## src/rtl/ysyx_23060208_mem_arbiter.sv

```systemverilog
// Round-robin arbiter giving the IFU and LSU turns on one valid/ready memory port.
// Only one transaction is in flight; its response returns to the requester that issued it.
module ysyx_23060208_mem_arbiter #(
    parameter int DATA_WIDTH = 32
) (
    input  logic                      clk,
    input  logic                      rst,

    input  logic                      ifu_req_valid,
    output logic                      ifu_req_ready,
    input  logic [DATA_WIDTH-1:0]     ifu_addr,
    output logic                      ifu_resp_valid,
    output logic [DATA_WIDTH-1:0]     ifu_rdata,
    input  logic                      ifu_resp_ready,

    input  logic                      lsu_req_valid,
    output logic                      lsu_req_ready,
    input  logic [DATA_WIDTH-1:0]     lsu_addr,
    input  logic                      lsu_wen,
    input  logic [DATA_WIDTH-1:0]     lsu_wdata,
    input  logic [DATA_WIDTH/8-1:0]   lsu_wmask,
    output logic                      lsu_resp_valid,
    output logic [DATA_WIDTH-1:0]     lsu_rdata,
    input  logic                      lsu_resp_ready,

    output logic                      mem_req_valid,
    input  logic                      mem_req_ready,
    output logic [DATA_WIDTH-1:0]     mem_addr,
    output logic                      mem_wen,
    output logic [DATA_WIDTH-1:0]     mem_wdata,
    output logic [DATA_WIDTH/8-1:0]   mem_wmask,
    input  logic                      mem_resp_valid,
    input  logic [DATA_WIDTH-1:0]     mem_rdata,
    output logic                      mem_resp_ready
);

    localparam int   MASK_WIDTH = DATA_WIDTH / 8;
    localparam logic SEL_IFU    = 1'b0;
    localparam logic SEL_LSU    = 1'b1;

    typedef enum logic [1:0] {
        IDLE,
        REQ,
        WAIT,
        RESP
    } state_t;

    state_t                  state_reg, state_next;
    logic                    last_reg, last_next;
    logic                    owner_reg, owner_next;
    logic [DATA_WIDTH-1:0]   addr_reg, addr_next;
    logic                    wen_reg, wen_next;
    logic [DATA_WIDTH-1:0]   wdata_reg, wdata_next;
    logic [MASK_WIDTH-1:0]   wmask_reg, wmask_next;
    logic [DATA_WIDTH-1:0]   data_reg, data_next;

    logic                    grant_ifu, grant_lsu;
    logic                    owner_resp_ready;

    always_ff @(posedge clk) begin
        if (rst) begin
            state_reg <= IDLE;
            last_reg  <= SEL_IFU;
            owner_reg <= SEL_IFU;
            addr_reg  <= '0;
            wen_reg   <= 1'b0;
            wdata_reg <= '0;
            wmask_reg <= '0;
            data_reg  <= '0;
        end else begin
            state_reg <= state_next;
            last_reg  <= last_next;
            owner_reg <= owner_next;
            addr_reg  <= addr_next;
            wen_reg   <= wen_next;
            wdata_reg <= wdata_next;
            wmask_reg <= wmask_next;
            data_reg  <= data_next;
        end
    end

    // On a tie the LSU wins unless it was the previous grantee.
    assign grant_lsu        = lsu_req_valid && (!ifu_req_valid || (last_reg == SEL_IFU));
    assign grant_ifu        = ifu_req_valid && !grant_lsu;
    assign owner_resp_ready = (owner_reg == SEL_LSU) ? lsu_resp_ready : ifu_resp_ready;

    always_comb begin
        state_next    = state_reg;
        last_next     = last_reg;
        owner_next    = owner_reg;
        addr_next     = addr_reg;
        wen_next      = wen_reg;
        wdata_next    = wdata_reg;
        wmask_next    = wmask_reg;
        data_next     = data_reg;
        ifu_req_ready = 1'b0;
        lsu_req_ready = 1'b0;

        case (state_reg)
            IDLE: begin
                ifu_req_ready = grant_ifu;
                lsu_req_ready = grant_lsu;
                if (grant_lsu) begin
                    addr_next  = lsu_addr;
                    wen_next   = lsu_wen;
                    wdata_next = lsu_wdata;
                    wmask_next = lsu_wmask;
                    owner_next = SEL_LSU;
                    last_next  = SEL_LSU;
                    state_next = REQ;
                end else if (grant_ifu) begin
                    // Fetches are always reads with no byte lanes enabled.
                    addr_next  = ifu_addr;
                    wen_next   = 1'b0;
                    wdata_next = '0;
                    wmask_next = '0;
                    owner_next = SEL_IFU;
                    last_next  = SEL_IFU;
                    state_next = REQ;
                end
            end
            REQ: begin
                if (mem_req_ready) begin
                    state_next = WAIT;
                end
            end
            WAIT: begin
                if (mem_resp_valid) begin
                    data_next  = mem_rdata;
                    state_next = RESP;
                end
            end
            RESP: begin
                if (owner_resp_ready) begin
                    state_next = IDLE;
                end
            end
            default: begin
                state_next = IDLE;
            end
        endcase
    end

    // Memory-side and response valids come only from registered state.
    assign mem_req_valid  = (state_reg == REQ);
    assign mem_resp_ready = (state_reg == WAIT);
    assign mem_addr       = addr_reg;
    assign mem_wen        = wen_reg;
    assign mem_wdata      = wdata_reg;
    assign mem_wmask      = wmask_reg;

    assign ifu_resp_valid = (state_reg == RESP) && (owner_reg == SEL_IFU);
    assign lsu_resp_valid = (state_reg == RESP) && (owner_reg == SEL_LSU);
    assign ifu_rdata      = data_reg;
    assign lsu_rdata      = data_reg;

endmodule

```

## config.mk

```make
export PLATFORM = sky130hd
export DESIGN_NAME = ysyx_23060208_mem_arbiter
export DESIGN_NICKNAME = d
export VERILOG_FILES = /design/src/rtl/ysyx_23060208_mem_arbiter.sv
export SDC_FILE = /design/constraint.sdc
export NUM_CORES = 1
export LEC_CHECK = 0
export CORE_MARGIN = 4
export CORE_UTILIZATION = 35
export CTS_CLUSTER_DIAMETER = 200
export DETAILED_ROUTE_END_ITERATION = 10
export GPL_ROUTABILITY_DRIVEN = 0
export HOLD_SLACK_MARGIN = 0.1
export PLACE_DENSITY = 0.87
export SLEW_MARGIN = 30
export SYNTH_ARGS = -nofsm -noshare
export SYNTH_HDL_FRONTEND = slang
export SYNTH_SLANG_ARGS = --single-unit
```

## constraint.sdc

```tcl
create_clock -name clk -period 2.16 [get_ports clk]
set_input_delay 0.432 -clock clk [delete_from_list [all_inputs] [get_ports clk]]
set_output_delay 0.432 -clock clk [all_outputs]
set_load 0.005 [all_outputs]
```

## Word-level counts from Yosys, hierarchy flattened

Index checks and enable logic that the tools add are counted.

| operators by class | value |
|---|---|
| mux-type cells | 18 |
| bitwise logic cells | 1 |
| eq/ne operators | 7 |
| reductions and logical operators | 12 |

Operators by type and width:

| kind | number |
|---|---|
| 2-to-1 mux 32 bit | 4 |
| 2-to-1 mux 2 bit | 5 |
| 2-to-1 mux 4 bit | 2 |
| case mux 2 bit (4 select lines) | 1 |
| 2-to-1 mux 1 bit | 6 |
| equality test 2 bit, second input constant | 2 |
| logical AND 1 bit | 4 |
| != test 2 bit, second input constant | 2 |
| AND reduction 2 bit | 2 |
| AND reduction 4 bit | 1 |
| != test 3 bit, second input constant | 1 |
| equality test 2 x 1 -> 1 bit, second input constant | 1 |
| logical NOT 1 bit | 2 |
| logical NOT 2 bit | 1 |
| != test 2 x 1 -> 1 bit, second input constant | 1 |
| nonzero test 2 bit | 1 |
| logical OR 1 bit | 1 |
| inverter 1 bit | 1 |

| word-level totals | value |
|---|---|
| bits in registers | 104 |
| output and inout bits | 139 |
| input bits | 141 |
| logic and storage cells | 45 |

## Longest topological paths before layout

Gate-level depths: netlist (run 1).

| depth | value |
|---|---|
| depth in word-level cells | 8 |
| gate-level depth with buffers | 9 |
| depth with buffers taken out | 6 |

## Worst setup path after synthesis (run 1)

OpenSTA, ideal clock, no wires.

| timing path | value |
|---|---|
| path type | register -> register |
| start point | register state_reg[0] |
| end point | register state_reg[0] |
| library setup time | 0.070 ns |
| path slack | 0.512 ns |
| path buffers | 1 |
| data arrival time | 1.578 ns |
| cell stages (with the launch flop) | 7 |
| cells stage by stage | dfxtp_1 -> inv_1 -> ha_1 -> clkbuf_1 -> a221o_1 -> or3_1 -> a21oi_1 |

| between the ends | value |
|---|---|
| cells in the longest elaborated chain, start to end | 3 |

RTL lines:

| what | line | RTL |
|---|---|---|
| start, declared | 48 | `state_t state_reg, state_next;` |
| start signal, assigned | 71 | `state_reg <= state_next;` |
| equality test 2 bit, or another cell as far along | 99 | `case (state_reg)` |
| != test 2 bit (no line), or another cell as far along | -- |  |
| AND reduction 4 bit (no line) | -- |  |

Several ways; a longest one is shown, not always the timed one.
A chain may end at the register's enable or synchronous reset.

## Final worst setup path (run 1)

| timing path | value |
|---|---|
| start point | register state_reg[1] |
| end point | output port ifu_resp_valid |

| between the ends | value |
|---|---|
| cells in the longest elaborated chain, start to end | 2 |

RTL lines:

| what | line | RTL |
|---|---|---|
| equality test 2 bit | 152 | `assign ifu_resp_valid = (state_reg == RESP) && (owner_reg == SEL_IFU);` |
| logical AND 1 bit | 152 |  |
| end, declared | 12 | `output logic ifu_resp_valid,` |

No other way between the ends.

==> results of run 1 <==
metrics by stage:
stage | instances | setup slack [ps] | util (%) | hold WS (ps)
2_1_floorplan | 475 | 512 | - | 466
6_report | 856 | 85.4 | 62.6 | 474
3_5_place_dp | 840 | -77.3 | 59.7 | 470
3_3_place_gp | 840 | -56.5 | 59.7 | 456
4_1_cts | 856 | 4.97 | 62.6 | 467
5_1_grt | 856 | 2.74 | 62.6 | 487
layout by cell type, fill, tap and decap left out, drive strengths merged:
master	instances
or3	2
bufinv	2
a22oi	37
mux2i	32
dlygate4sd2	1
nor2	72
clkdlybuf4s50	275
ha	5
a21oi	36
buf	14
a221o	1
a311oi	1
clkbuf	10
nand2	68
dfxtp	104
o2bb2ai	1
clkinv	1
nor2b	3
o21ai	3
clkinvlp	2
and2	1
dlymetal6s2s	2
inv	7
a211oi	32
a21boi	1
metal layers:
metal,share of wire [%],track usage (%)
met3,9.4,6.92
met5,0,0
met1,38,20.8
met2,51,34.6
met4,2.2,7.77
layout make-up:
type | count | share of cell area [%]
Timing Repair Buffer | 292 | 40.3
Sequential cell | 104 | 28.6
Multi-Input combinational cell | 295 | 23.9
Clock buffer | 10 | 3.15
Tap cell | 143 | 2.46
Clock inverter | 6 | 1.27
Inverter | 6 | 0.310
power groups by stage:
stage / logic [mW] / registers [mW] / clock network [mW]
2_1_floorplan: 1.34 / 2.65 / 0
3_3_place_gp: 2.85 / 2.62 / 0
3_5_place_dp: 2.93 / 2.66 / 0
4_1_cts: 2.98 / 2.62 / 1.78
5_1_grt: 3.23 / 2.67 / 1.85
6_report: 2.94 / 2.63 / 1.74
cells by family after synthesis:
group                    after synthesis  share of synthesized area (%)
AND/OR/NAND/NOR                      146                           13.3
AO/OA/AOI/OAI                        112                           17.7
flip-flops                           104                           49.3
buffers and inverters                 76                           10.5
multiplexers                          32                           7.59
adder cells (fa/ha/maj)                5                           1.48
worst register-to-register path: stages, from the launching register on:
cell	delay, ps
dfxtp_1	400
inv_2	90
ha_4	180
buf_4	160
a221o_1	350
or3_1	380
a21oi_1	160
path summary, 6_finish.rpt:
check                                           startpoint                    endpoint  slack, ps  cells past startpoint
worst max register to register   state_reg[1]$_SDFFE_PP0P_   state_reg[0]$_SDFFE_PP0P_        370                      6
worst min register to register  ifu_rdata[28]$_SDFFE_PP0P_  ifu_rdata[28]$_SDFFE_PP0P_        470                      2
worst max-delay path             state_reg[1]$_SDFFE_PP0P_              ifu_resp_valid         90                      3
worst min-delay path            ifu_rdata[28]$_SDFFE_PP0P_  ifu_rdata[28]$_SDFFE_PP0P_        470                      2
==> impl_metrics.ini, run 1 <==
[layout]
fin_nets = 854
final-seq-area_um2 = 2080
drive_gt1_share_pct = 5.33
n_fill_cell = 926
diodes = 0
syn_to_final_growth_pct = 72.4
final_cell_area_um2 = 7270
multi_input_area_um2 = 1740

[timing]
hold_viol_final = 0
period_share_pct = 96.0
setup_viol = 0
max_freq_mhz = 482
skew_ps = 8.06
maxSlewViolCount = 0
setup_tns_ps = 0
rsz0062_at_grt = no
period_minus_slack_ps = 2070
worst_pin_slew_ps = 542
relSlewSlack_pct = 63.9

[clock_network]
cts.path.max_buffers = 2
cts-root-buf = clkbuf_16
htreeDepth = 3
cts_tree = yes
clk_latency_ps = 340
cts-resized-gates = 6
hold_buffers = 0
post_cts_buffers = 0
clock_sinks = 104
clk_pin_slew_ps = 60
numCtsBuffers = 9

[critical_path]
worstPathMaxFanout = 4
path_class = register to output port
required_ps = 1730
cp_cell_sequence = ha_1 -> nor2b_2 -> clkdlybuf4s50_1
max_stage_delay_ps = 540
endpoint_kind = output port
path_delay_family = buffers and inverters
startpoint_type = register
path_buf_inv = 1
cpMaxStageDelayCell = clkdlybuf4s50_1
cp_data_arrival_time_ps = 1640

[pwr]
p_per_area_nw_per_um2 = 1000
pwr-share-seq_pct = 35.9
internal_power_mw = 5.02
clkPwrFrac_pct = 23.8
comb_power_share_pct = 40.3
netSwitchingFraction_pct = 31.3
power.total_mw = 7.31
leakage_nw = 2.74
vdd_drop_max_mv = 0.756
power_switching_mw = 2.28

[synth]
async_flop_share_pct = 0
syn_nets = 621
synth.area.top_cells = dfxtp_1 49%, mux2i_1 7.6%, a22oi_1 6.6%
yosys.cell_count.top_type = dfxtp_1
yosys.cell_types.count = 23
syn_area_um2 = 4220
synth_common_cells = 104 x dfxtp_1, 72 x nor2_1, 68 x nand2_1
ys_seq_elements = 104
ys.flop_type = dfxtp_1
yosysTopAreaCell = dfxtp_1
synth_edf_count = 0
synth_top_area_share_pct = 49.3
syn_avg_cell_area_um2 = 8.88
syn_inst = 475
synth_seq_area_share_pct = 49.3
yosys_warnings = 0

[grt]
grt_pass1_wl_um = 22100
grt_max_degree = 65
grt_antenna_before_repair = 0
track_usage_pct = 19.4
grt_pass1_vias = 4318
gr-total-overflow = 0

[routing]
wirelength_um = 13800
drc_errors = 0
initialDrtViolationCount = 203
via_per_inst = 4.95
ant_nets = 0
vias = 4235
wl_per_cell_um = 16.1
firstDrtPassIters = 5

[run_status]
status = finished clean

[placement]
dp_hpwl_um = 10700
placed_cell_area_um2 = 6930
portBuffers = 279

[flow_run]
cap_viol_max_count = 0

[floorplanning]
die_h_um = 118
die_x_um = 118
core_um2 = 11600
initial_core_util_pct = 36.3
io_pins = 280
core.rowCount = 39
die_area_um2 = 13900

[hold_path]
worst_hold_path_type = register to register
Note: power is estimated with default switching activity, not from simulation.
==> run 2, diff against run 1 <==
Settings changed: SETUP_SLACK_MARGIN set to 0.5, SKIP_CTS_REPAIR_TIMING set to 1.
==> impl_metrics.ini, run 2 (synthesized netlist as in run 1, its figures left out) <==
[floorplanning]
io_pins = 280
die_area_um2 = 13900
core.rowCount = 39
core_um2 = 11600
initial_core_util_pct = 36.3
die_h_um = 118
die_x_um = 118

[routing]
wirelength_met1_um = 5370
firstDrtPassIters = 4
vias = 4333
wirelength_um = 14900
met3WireLength_um = 1490
initialDrtViolationCount = 214
top_layer_used = met4
wl_per_cell_um = 17.3
via_per_inst = 5.02
drc_errors = 0
ant_nets = 0
route.met2.wl_um = 7650

[pwr]
leakage_nw = 3.90
p_per_area_nw_per_um2 = 1010
power.total_mw = 7.66
vdd_drop_max_mv = 0.628

[timing]
period_minus_slack_ps = 1740
relSlewSlack_pct = 74.2
rsz0062_at_grt = yes
period_share_pct = 80.7
setup_tns_ps = 0
hold_viol_final = 0
worst_pin_slew_ps = 388
setup_viol = 0
skew_ps = 7.07
max_freq_mhz = 574
maxSlewViolCount = 0
hold_ws_ps = 465

[grt]
grt_pass1_wl_um = 22100
grt_antenna_before_repair = 0
track_usage_pct = 19.4
grt_max_degree = 65
gr-total-overflow = 0
grt_pass1_vias = 4328

[clock_network]
htreeDepth = 3
clock_sinks = 104
clk_pin_slew_ps = 70
cts-root-buf = clkbuf_16
cts.path.max_buffers = 2
cts_tree = yes
clk_latency_ps = 340
numCtsBuffers = 9

[critical_path]
path_buf_inv = 2
cp_cell_sequence = inv_2 -> ha_4 -> nand2_1 -> nor2_1 -> dlymetal6s2s_1
path_delay_family = flip-flops
worstPathMaxFanout = 4
cp_data_arrival_time_ps = 1310
cpMaxStageDelayCell = dfxtp_2
path_class = register to output port
max_stage_delay_ps = 350
endpoint_kind = output port
startpoint_type = register
required_ps = 1730

[hold_path]
worst_hold_path_type = register to register

[placement]
place_inst = 840
dp_hpwl_um = 10700
portBuffers = 279

[layout]
layout_common_cells = 207 x clkdlybuf4s50_1, 74 x dfxtp_1, 72 x nor2_1
layout.cells.non_filler = 864
drive_gt1_share_pct = 11.7
syn_to_final_growth_pct = 80.6
fin_nets = 862
diodes = 0
postLayoutCoreUtil_pct = 65.6
layout_commonest_cell = clkdlybuf4s50_1

[flow_run]
cap_viol_max_count = 0

[run_status]
status = finished clean
## run 2: cell count changes in the layout (fill, tap and decap cells not counted), sizes merged
| cell | delta |
|---|---|
| clkbuf | +5 |
| clkdlybuf4s50 | -68 |
| buf | +6 |
| dlygate4sd2 | -1 |
| dlymetal6s2s | +66 |
## run 2: tightest hold or removal path: cells and delay by family (launching register included)
family | cells | cell delay (ps)
flip-flops | 1 | 330
AND/OR/NAND/NOR | 1 | 50
AO/OA/AOI/OAI | 1 | 50
## run 2: path summary, 6_finish.rpt
check,slack [ps],start,to,cells after the start
max,420,state_reg[1]$_SDFFE_PP0P_,ifu_req_ready,5
min,470,ifu_rdata[28]$_SDFFE_PP0P_,ifu_rdata[28]$_SDFFE_PP0P_,2
max reg2reg,530,state_reg[1]$_SDFFE_PP0P_,state_reg[1]$_SDFFE_PP0P_,6
min reg2reg,470,ifu_rdata[28]$_SDFFE_PP0P_,ifu_rdata[28]$_SDFFE_PP0P_,2
## run 2: layer usage
metal,GRT usage (%),up-vias
met2,34.4,218
li1,-,2069
met1,20.7,2012
met4,7.99,0
met5,0,-
met3,7.06,34
## run 2: cell type report
class | instances | area, µm²
clock buffer | 10 | 229
multi-input combinational | 295 | 1760
fill | 885 | 3990
clock inverter | 6 | 92.6
timing repair buffer | 300 | 3220
inverter | 6 | 22.5
tap | 143 | 179
sequential | 104 | 2120
## run 2: power breakdown
part	leakage [nW]	total, mW	switching, mW	internal [mW]
registers	0.867	2.64	0.267	2.37
logic	2.89	3.28	1.45	1.83
clock network	0.149	1.75	0.725	1.02
total	3.90	7.66	2.44	5.22
## run 2: through the flow
step           area (µm²)  setup WS [ps]
2_1_floorplan        4220            512
3_3_place_gp         6930          -56.5
3_5_place_dp         6930          -77.3
4_1_cts              7250           -123
5_1_grt              7620            351
6_report             7620            417
